[src/rtl/user_au_fetch_pkg.sv]
// Shared types for the user-domain audio sample fetcher: FSM states, address step
// and the OBI configuration and channel structs used by default.
package user_au_fetch_pkg;

    typedef enum logic [1:0] {
        StIdle,
        StFetch,
        StDrain
    } fetch_state_e;

    localparam int unsigned AddrStep = 4;

    typedef struct packed {
        int unsigned AddrWidth;
        int unsigned DataWidth;
        int unsigned IdWidth;
        bit          UseRReady;
    } obi_cfg_t;

    localparam obi_cfg_t ObiDefaultConfig = '{
        AddrWidth: 32,
        DataWidth: 32,
        IdWidth:   1,
        UseRReady: 1'b0
    };

    typedef struct packed {
        logic [31:0] addr;
        logic        we;
        logic [3:0]  be;
        logic [31:0] wdata;
        logic [0:0]  aid;
        logic        a_optional;
    } fetch_obi_a_chan_t;

    typedef struct packed {
        fetch_obi_a_chan_t a;
        logic              req;
        logic              rready;
    } fetch_obi_req_t;

    typedef struct packed {
        logic [31:0] rdata;
        logic [0:0]  rid;
        logic        err;
        logic        r_optional;
    } fetch_obi_r_chan_t;

    typedef struct packed {
        fetch_obi_r_chan_t r;
        logic              gnt;
        logic              rvalid;
    } fetch_obi_rsp_t;

endpackage

[src/rtl/user_au_sample_fifo.sv]
// Synchronous sample FIFO with a combinational head read and an occupancy count;
// push and pop may coincide at any fill level.
module user_au_sample_fifo #(
    parameter int unsigned Depth = 4,
    parameter int unsigned Width = 32
) (
    input  logic                     i_clk,
    input  logic                     i_rst_n,
    input  logic                     i_push,
    input  logic [Width-1:0]         i_data,
    input  logic                     i_pop,
    output logic [Width-1:0]         o_data,
    output logic                     o_valid,
    output logic [$clog2(Depth):0]   o_count
);

    localparam int unsigned PtrW = $clog2(Depth);

    logic [Width-1:0] r_mem [Depth];
    logic [PtrW-1:0]  r_wptr;
    logic [PtrW-1:0]  r_rptr;
    logic [PtrW:0]    r_count;
    logic             w_push;
    logic             w_pop;

    assign w_pop  = i_pop && (r_count != '0);
    // A push into a full FIFO is only accepted when the head leaves in the same cycle.
    assign w_push = i_push && ((r_count != (PtrW+1)'(Depth)) || w_pop);

    always_ff @(posedge i_clk) begin
        if (!i_rst_n) begin
            r_wptr  <= '0;
            r_rptr  <= '0;
            r_count <= '0;
        end else begin
            if (w_push) begin
                r_wptr <= r_wptr + 1'b1;
            end
            if (w_pop) begin
                r_rptr <= r_rptr + 1'b1;
            end
            r_count <= r_count + (PtrW+1)'(w_push) - (PtrW+1)'(w_pop);
        end
    end

    always_ff @(posedge i_clk) begin
        if (w_push) begin
            r_mem[r_wptr] <= i_data;
        end
    end

    assign o_data  = r_mem[r_rptr];
    assign o_valid = (r_count != '0);
    assign o_count = r_count;

endmodule

[src/rtl/user_au_sample_fetch.sv]
// OBI read manager streaming a block of audio words into a valid/ready sample stream.
// Optional USER_AU_SAMPLE_FETCH_ERR_ABORT_EN: an error response aborts the remaining fetch.
module user_au_sample_fetch
    import user_au_fetch_pkg::*;
#(
    parameter obi_cfg_t    ObiCfg    = ObiDefaultConfig,
    parameter type         obi_req_t = user_au_fetch_pkg::fetch_obi_req_t,
    parameter type         obi_rsp_t = user_au_fetch_pkg::fetch_obi_rsp_t,
    parameter int unsigned FifoDepth = 4,
    parameter int unsigned LenWidth  = 16
) (
    input  logic                          clk_i,
    input  logic                          rst_ni,
    input  logic                          start_i,
    input  logic [ObiCfg.AddrWidth-1:0]   base_addr_i,
    input  logic [LenWidth-1:0]           len_i,
    output logic                          busy_o,
    output logic                          done_o,
    output logic                          err_o,
    output obi_req_t                      obi_req_o,
    input  obi_rsp_t                      obi_rsp_i,
    output logic [ObiCfg.DataWidth-1:0]   sample_o,
    output logic                          sample_valid_o,
    input  logic                          sample_ready_i
);

    localparam int unsigned AW   = ObiCfg.AddrWidth;
    localparam int unsigned DW   = ObiCfg.DataWidth;
    localparam int unsigned CntW = $clog2(FifoDepth) + 1;

    fetch_state_e      r_state;
    logic              r_busy;
    logic              r_done;
    logic              r_err;
    logic [AW-1:0]     r_addr;
    logic [LenWidth-1:0] r_issue_cnt;
    logic [LenWidth-1:0] r_rsp_cnt;
    logic [CntW-1:0]   r_outstanding;
`ifdef USER_AU_SAMPLE_FETCH_ERR_ABORT_EN
    logic              r_abort;
`endif

    logic              w_req;
    logic              w_gnt;
    logic              w_rvalid;
    logic              w_rerr;
    logic              w_push;
    logic              w_pop;
    logic              w_sample_valid;
    logic [CntW-1:0]   w_fifo_count;
    logic [CntW-1:0]   w_fifo_count_next;
    logic [CntW:0]     w_credit_sum;
    logic [CntW-1:0]   w_outstanding_next;
    logic [LenWidth-1:0] w_issue_next;
    logic [LenWidth-1:0] w_rsp_next;
    logic [AW-1:0]     w_addr_next;
    logic              w_unused_rsp;

    // Credit rule: in-flight reads plus buffered words never exceed the FIFO depth.
    assign w_credit_sum = (CntW+1)'(r_outstanding) + (CntW+1)'(w_fifo_count);
    assign w_req        = (r_state == StFetch) && (r_issue_cnt != '0)
                          && (w_credit_sum < (CntW+1)'(FifoDepth));
    assign w_gnt        = w_req && obi_rsp_i.gnt;
    assign w_rvalid     = (r_state == StFetch) && obi_rsp_i.rvalid;
    assign w_rerr       = w_rvalid && obi_rsp_i.r.err;
    assign w_pop        = w_sample_valid && sample_ready_i;

`ifdef USER_AU_SAMPLE_FETCH_ERR_ABORT_EN
    assign w_push = w_rvalid && !obi_rsp_i.r.err && !r_abort;
`else
    assign w_push = w_rvalid;
`endif

    assign w_fifo_count_next  = w_fifo_count + CntW'(w_push) - CntW'(w_pop);
    assign w_outstanding_next = r_outstanding + CntW'(w_gnt) - CntW'(w_rvalid);
    assign w_addr_next        = w_gnt ? r_addr + AW'(AddrStep) : r_addr;

    always_comb begin
        w_issue_next = w_gnt ? r_issue_cnt - 1'b1 : r_issue_cnt;
        w_rsp_next   = w_rvalid ? r_rsp_cnt - 1'b1 : r_rsp_cnt;
`ifdef USER_AU_SAMPLE_FETCH_ERR_ABORT_EN
        // Unissued words will never answer; only the reads already in flight remain.
        if (w_rerr) begin
            w_issue_next = '0;
            w_rsp_next   = LenWidth'(w_outstanding_next);
        end
`endif
    end

    user_au_sample_fifo #(
        .Depth (FifoDepth),
        .Width (DW)
    ) u_fifo (
        .i_clk   (clk_i),
        .i_rst_n (rst_ni),
        .i_push  (w_push),
        .i_data  (obi_rsp_i.r.rdata),
        .i_pop   (w_pop),
        .o_data  (sample_o),
        .o_valid (w_sample_valid),
        .o_count (w_fifo_count)
    );

    always_ff @(posedge clk_i) begin
        if (!rst_ni) begin
            r_state       <= StIdle;
            r_busy        <= 1'b0;
            r_done        <= 1'b0;
            r_err         <= 1'b0;
            r_addr        <= '0;
            r_issue_cnt   <= '0;
            r_rsp_cnt     <= '0;
            r_outstanding <= '0;
`ifdef USER_AU_SAMPLE_FETCH_ERR_ABORT_EN
            r_abort       <= 1'b0;
`endif
        end else begin
            r_done <= 1'b0;
            unique case (r_state)
                StIdle: begin
                    if (start_i) begin
                        r_err <= 1'b0;
`ifdef USER_AU_SAMPLE_FETCH_ERR_ABORT_EN
                        r_abort <= 1'b0;
`endif
                        if (len_i == '0) begin
                            r_done <= 1'b1;
                        end else begin
                            r_state       <= StFetch;
                            r_busy        <= 1'b1;
                            r_addr        <= {base_addr_i[AW-1:2], 2'b00};
                            r_issue_cnt   <= len_i;
                            r_rsp_cnt     <= len_i;
                            r_outstanding <= '0;
                        end
                    end
                end
                StFetch: begin
                    r_addr        <= w_addr_next;
                    r_issue_cnt   <= w_issue_next;
                    r_rsp_cnt     <= w_rsp_next;
                    r_outstanding <= w_outstanding_next;
                    if (w_rerr) begin
                        r_err <= 1'b1;
`ifdef USER_AU_SAMPLE_FETCH_ERR_ABORT_EN
                        r_abort <= 1'b1;
`endif
                    end
                    if (w_rsp_next == '0) begin
                        if (w_fifo_count_next != '0) begin
                            r_state <= StDrain;
                        end else begin
                            r_state <= StIdle;
                            r_busy  <= 1'b0;
                            r_done  <= 1'b1;
                        end
                    end
                end
                StDrain: begin
                    if (w_fifo_count_next == '0) begin
                        r_state <= StIdle;
                        r_busy  <= 1'b0;
                        r_done  <= 1'b1;
                    end
                end
                default: begin
                    r_state <= StIdle;
                    r_busy  <= 1'b0;
                end
            endcase
        end
    end

    always_comb begin
        obi_req_o              = '0;
        obi_req_o.req          = w_req;
        obi_req_o.a.addr       = r_addr;
        obi_req_o.a.we         = 1'b0;
        obi_req_o.a.be         = '1;
        obi_req_o.a.wdata      = '0;
        obi_req_o.a.aid        = '0;
        obi_req_o.a.a_optional = '0;
        obi_req_o.rready       = ObiCfg.UseRReady;
    end

    assign w_unused_rsp   = ^{obi_rsp_i.r.rid, obi_rsp_i.r.r_optional};
    assign busy_o         = r_busy;
    assign done_o         = r_done;
    assign err_o          = r_err;
    assign sample_valid_o = w_sample_valid;

endmodule
[config.mk]
export PLATFORM = sky130hd
export DESIGN_NAME = user_au_sample_fetch
export DESIGN_NICKNAME = d
export VERILOG_FILES = /design/src/rtl/user_au_fetch_pkg.sv /design/src/rtl/user_au_sample_fifo.sv /design/src/rtl/user_au_sample_fetch.sv
export SDC_FILE = /design/constraint.sdc
export NUM_CORES = 1
export LEC_CHECK = 0
export CAP_MARGIN = 20
export CORE_ASPECT_RATIO = 1.1
export CORE_MARGIN = 5
export CORE_UTILIZATION = 52
export CTS_BUF_LIST = sky130_fd_sc_hd__clkbuf_16
export CTS_CLUSTER_DIAMETER = 30
export DETAILED_ROUTE_END_ITERATION = 8
export HOLD_SLACK_MARGIN = 0.05
export PLACE_DENSITY = 0.81
export SLEW_MARGIN = 40
export SYNTH_ARGS = -nofsm -noshare
export SYNTH_HDL_FRONTEND = slang
export SYNTH_SLANG_ARGS = --single-unit
export TNS_END_PERCENT = 10
[constraint.sdc]
create_clock -name clk_i -period 3.6 [get_ports clk_i]
set_clock_uncertainty 0.05 [all_clocks]
set_input_delay 0.36 -clock clk_i [delete_from_list [all_inputs] [get_ports clk_i]]
set_output_delay 0.36 -clock clk_i [all_outputs]
set_load 0.02 [all_outputs]
* Yosys cells after proc, flatten, opt, wreduce, memory -nomap -nowiden
Memories as Yosys holds them, arrays and structs flattened. A register that Yosys moved wholly into a read port is not among the register bits. Cells that the tools add are included.
Operators by class: div/mod/pow operators 0, bitwise gates (word level) 0, reduce and logical (&&, ||, !) cells 22, $mul 0, order comparisons 1, equal/unequal tests 10, shift-type cells 0, add/sub/neg operators 12, mux-type cells 38
Operators by type and width (number):
- $mux W32 | 3
- $mux W16 | 4
- $pmux W16 S2 | 2
- $pmux W32 S2 | 1
- $add A32 B3 Y32 const B | 1
- $logic_not A16 Y1 | 2
- $sub A16 B1 Y16 const B | 2
- $reduce_bool A16 Y1 | 1
- $mux W1 | 14
- $mux W2 | 7
- $ne A2 B2 Y1 const B | 6
- $add A3 B1 Y3 | 3
- $sub A3 B1 Y3 | 3
- $logic_and A1 B1 Y1 | 8
- $reduce_and A4 Y1 | 2
- $mux W3 | 2
- $pmux W1 S3 | 2
- $pmux W2 S3 | 1
- $pmux W3 S2 | 1
- $reduce_and A3 Y1 | 2
- $reduce_bool A3 Y1 | 2
- $reduce_and A5 Y1 | 1
- $add A2 B1 Y2 const B | 2
- $add A3 B3 Y4 | 1
- 10 further kinds | 10
Storage, ports and cells: bits in latches 0, RAM bits 128, flip-flop bits (word level) 79, memories kept 1, ROM bits 0, word-level logic and storage cells 95, input port bits 89, output and inout port bits 109
Memories:
- u_fifo.r_mem | depth 4, width 32, read ports 1, clocked after memory_dff 1, write ports 1, RTL line user_au_sample_fifo.sv:19 | logic [Width-1:0] r_mem [Depth];

* Logic depth before layout (Yosys ltp)
depth after elaboration 8, depth in mapped cells 13, mapped depth without buffers 13

* Cells and area by module
A second synthesis with hierarchy kept.
Unflattened totals: cell total of the unflattened synthesis 905, area total of the unflattened synthesis 10082.2 µm²
By module, submodules not included:
- user_au_sample_fifo | area each 5107.4 µm², cells each 216, times used 1, sequential area each 4023.9 µm²
- user_au_sample_fetch | area each 4974.8 µm², cells each 689, times used 1, sequential area each 1401.3 µm²

* Least setup slack after synthesis
Ideal clock, no wire load.
path type flip-flop to flip-flop, start point register r_issue_cnt[1], end point register r_outstanding[2], stages on the path, launching flop included 14, path buffers 0, clock period less this slack 3.018 ns, path slack 0.582 ns, arrival 2.841 ns, setup time 0.128 ns, required time 3.422 ns, cells stage by stage dfxtp_1 > inv_1 > ha_1 > nor3b_1 > nand4b_1 > o311ai_4 > ha_1 > inv_1 > ha_1 > fa_1 > xnor2_1 > o21ai_0 > a22oi_1 > nor2_1
Between the ends: cells in the longest elaborated chain, start to end 7
Ends and longest elaborated chain:
- start, declared | RTL line user_au_sample_fetch.sv:36 | logic [LenWidth-1:0] r_issue_cnt;
- start signal, assigned | RTL line user_au_sample_fetch.sv:132 | r_issue_cnt <= len_i;
- start signal, assigned | RTL line user_au_sample_fetch.sv:140 | r_issue_cnt <= w_issue_next;
- $reduce_bool A16 Y1 | RTL line user_au_sample_fetch.sv:61 | assign w_req = (r_state == StFetch) && (r_issue_cnt != '0)
- $logic_and A1 B1 Y1 | RTL line user_au_sample_fetch.sv:61
- $logic_and A1 B1 Y1 | RTL line user_au_sample_fetch.sv:62 | && (w_credit_sum < (CntW+1)'(FifoDepth));
- $logic_and A1 B1 Y1 | RTL line user_au_sample_fetch.sv:63 | assign w_gnt = w_req && obi_rsp_i.gnt;
- $add A3 B1 Y3 | RTL line user_au_sample_fetch.sv:75 | assign w_outstanding_next = r_outstanding + CntW'(w_gnt) - CntW'(w_rvalid);
- $sub A3 B1 Y3 | RTL line user_au_sample_fetch.sv:75
- $pmux W3 S2 | RTL line user_au_sample_fetch.sv:119 | unique case (r_state)
- end signal, assigned | RTL line user_au_sample_fetch.sv:142 | r_outstanding <= w_outstanding_next;
- end, declared | RTL line user_au_sample_fetch.sv:38 | logic [CntW-1:0] r_outstanding;
Every way passes these cells. A chain may end at the register's enable or synchronous reset.

* Final worst setup path
start point register u_fifo.r_count[2] (netlist: u_fifo.o_count[2]), end point register r_outstanding[2]
Between the ends: cells in the longest elaborated chain, start to end 7
Ends and longest elaborated chain:
- start, declared | RTL line user_au_sample_fifo.sv:22 | logic [PtrW:0] r_count;
- start signal, assigned | RTL line user_au_sample_fifo.sv:42 | r_count <= r_count + (PtrW+1)'(w_push) - (PtrW+1)'(w_pop);
- $add A3 B3 Y4 | RTL line user_au_sample_fetch.sv:60 | assign w_credit_sum = (CntW+1)'(r_outstanding) + (CntW+1)'(w_fifo_count);
- $lt A4 B3 Y1 | RTL line user_au_sample_fetch.sv:62
- $logic_and A1 B1 Y1 | RTL line user_au_sample_fetch.sv:62
- $logic_and A1 B1 Y1 | RTL line user_au_sample_fetch.sv:63
- $add A3 B1 Y3 | RTL line user_au_sample_fetch.sv:75
- $sub A3 B1 Y3 | RTL line user_au_sample_fetch.sv:75
- $pmux W3 S2 | RTL line user_au_sample_fetch.sv:119
Every way passes these cells.

==> flow_summary.json <==
{
  "p_per_area_nw_per_um2": 658,
  "routed_wl_mm": 24.4,
  "fp.dieArea_um2": 22000,
  "synth.area.mux_share_pct": 7.64,
  "fin_nets": 1151,
  "ys_ff_latch": 207,
  "clk_pin_slew_ns": 0.05,
  "cp-start-kind": "register",
  "grt_overflow": 0,
  "layout_commonest_cell": "clkdlybuf4s50_1",
  "ctsResizeCount": 0,
  "vias": 7660,
  "die_x_um": 142,
  "insertion_delay_ns": 0.50,
  "io_pins": 198,
  "synth_largest_area_cell": "edfxtp_1",
  "dpl.hpwl_mm": 15.8,
  "grt_pass1_vias": 7482,
  "rr_startpoint": "u_fifo.o_count[2]",
  "rsz0062_at_grt": "false",
  "synth_area_leaders": "edfxtp_1 (39%), dfxtp_1 (16%), mux4_2 (7.2%)",
  "core-area_um2": 19000,
  "cts_buffer_depth": 3,
  "cts_sinks": 207,
  "die_height_um": 155,
  "setup_viol": 0,
  "worstHoldStart": "base_addr_i[3]",
  "drc": 0,
  "synthCells": 890,
  "layout_common_cells": "clkdlybuf4s50_1 (151), edfxtp_1 (128), nand2_1 (91)",
  "combPwrFrac_pct": 25.5,
  "hold_viol_final": 0,
  "drt-vias-per-instance": 5.82,
  "switching_share_pct": 29.1,
  "synth-compound-area-share_pct": 14.0,
  "whs_ns": 0.411,
  "fmax_mhz": 305,
  "drive_gt1_share_pct": 13.0,
  "yosysSeqAreaShare_pct": 54.5,
  "synthAdderAreaFrac_pct": 2.49,
  "layout_setup_ws_ns": 0.325,
  "synth_top_family_by_area": "compound AO/OA/AOI/OAI gates",
  "grt_pass1_wl_mm": 38.9,
  "synth-xor-area-share_pct": 1.23,
  "critPathKind": "register to register",
  "wl_per_cell_um": 18.5,
  "cp_data_required_time_ns": 3.92,
  "fin_setup_tns_ns": 0,
  "start_util_pct": 52.5,
  "tightest_slew_ns": 0.697,
  "areaGrowthSynthToFinish_pct": 28.8,
  "root_buffer": "clkbuf_16",
  "fin_crit_ns": 3.28,
  "synth_edf_count": 128,
  "multi_input_comb_area_um2": 4060,
  "critPathArrivalTime_ns": 3.59,
  "cts_hold_buf": 0,
  "port_buffers": 151,
  "postRouteAntennaNets": 0,
  "pwr-share-clk_pct": 40.6,
  "path_max_fanout": 6,
  "place_ws_ns": 0.331,
  "irDropWorstVdd_mv": 0.503,
  "stdcell_area_um2": 12800,
  "leakage_nw": 4.57,
  "avgSynthCellArea_um2": 11.2,
  "yosysWarningCount": 0,
  "synth_area_um2": 9960,
  "n_antenna_cell": 0,
  "ys_async_sr_fraction_pct": 0,
  "cts_tree": "done",
  "switchingPower_w": 0.00245,
  "yosys.area_share.simple_pct": 13.6,
  "numCtsBuffers": 37,
  "hold_path.class": "input port to register",
  "regArea_um2": 5430,
  "relSlewSlack_pct": 53.5,
  "firstDrtPassIters": 5,
  "track_usage_pct": 21.9,
  "fill_cells": 1413,
  "finalPower_w": 0.00844,
  "antenna_found_initial": 1,
  "fp-row-count": 53,
  "slew_violations": 0,
  "startpoint": "u_fifo.o_count[2]",
  "p_int_w": 0.00598,
  "grt_max_degree": 57,
  "htree_levels": 2,
  "drv_cap": 0,
  "status": "completed",
  "ys.flop_type": "edfxtp_1",
  "post_cts_buffers": 0,
  "place_area_um2": 11600,
  "gp_congestion": 0.841,
  "end_kind": "register",
  "post-route-period-util_pct": 91.0,
  "synth_top_area_share_pct": 38.6,
  "drtIter0Drc": 529,
  "synthDistinctLibCells": 72,
  "p_seq_share_pct": 33.9
}
-- per-stage QoR --
step	std cells	utilization [%]
after detailed placement	1252	61.1
final	1317	67.6
after global routing	1317	67.6
after global placement	1251	61.0
after CTS	1317	67.6
after floorplan	930	-
-- registers in the layout, indices dropped and copies added (netlist names), 2 cells and up, named ones only --
register        count
u_fifo.r_rptr       2
u_fifo.r_mem      128
r_state             2
u_fifo.r_wptr       2
r_outstanding       3
u_fifo.o_count      3
r_issue_cnt        16
r_addr             30
r_rsp_cnt          16
-- worst paths after layout --
path	slack (ns)	cells after the start	to
max	0.32	12	r_outstanding[2]
min	0.41	3	r_addr[3]
max reg2reg	0.32	12	r_outstanding[2]
min reg2reg	0.43	2	r_issue_cnt[12]
-- layer usage --
| layer | part of all wire (%) | wire length [µm] | vias to the layer above | GRT usage [%] |
|---|---|---|---|---|
| met5 | 0.053 | 13 | - | 0 |
| met4 | 2.0 | 486 | 2 | 6.08 |
| met2 | 49 | 12100 | 371 | 37.1 |
| met1 | 39 | 9620 | 3657 | 27.9 |
| met3 | 9.1 | 2220 | 45 | 5.90 |
| li1 | - | - | 3585 | - |
-- cells in the mapped netlist (all sizes together) (13+ instances only) --
cell type and n:
nor2 74, o31ai 14, nand3 24, nor3 15
clkbuf 41, mux4 32, edfxtp 128, a22oi 13
a21oi 56, ha 15, nand2 92, o21ai 65
inv 19, buf 59, dfxtp 79
-- critical path: stages, from the launching register on --
cell	delay, ns
dfxtp_1	0.37
ha_1	0.24
or3_1	0.36
a311oi_2	0.39
o311ai_4	0.26
ha_1	0.34
inv_1	0.04
ha_1	0.18
fa_1	0.38
xnor2_1	0.17
o21ai_0	0.10
a22oi_1	0.22
nor2_1	0.05
-- power groups by stage --
| stage | sequential, W | combinational, W | clock (W) |
|---|---|---|---|
| 2_1_floorplan | 0.00291 | 0.00139 | 0 |
| 3_3_place_gp | 0.00289 | 0.00211 | 0 |
| 3_5_place_dp | 0.00289 | 0.00215 | 0 |
| 4_1_cts | 0.00286 | 0.00217 | 0.00348 |
| 5_1_grt | 0.00288 | 0.00234 | 0.00363 |
| 6_report | 0.00286 | 0.00215 | 0.00343 |
-- area by class of cell --
cell class	count	share of cell area, %
Inverter	19	0.575
Clock buffer	38	7.41
Tap cell	247	2.41
Timing Repair Buffer	175	13.4
Sequential cell	207	42.3
Clock inverter	27	2.30
Multi-Input combinational cell	604	31.6
-- kinds of logic (layout without fill, tap and decap cells) --
family	after synthesis	after routing
muxes	36	36
adders and majority gates	18	18
DFF	207	207
other	2	42
xor gates and xnor gates	14	14
AOI/OAI and AO/OA	214	214
and+or+nand+nor	280	280
buffers and inverters	119	259
Power figures use the tool's default switching activity.
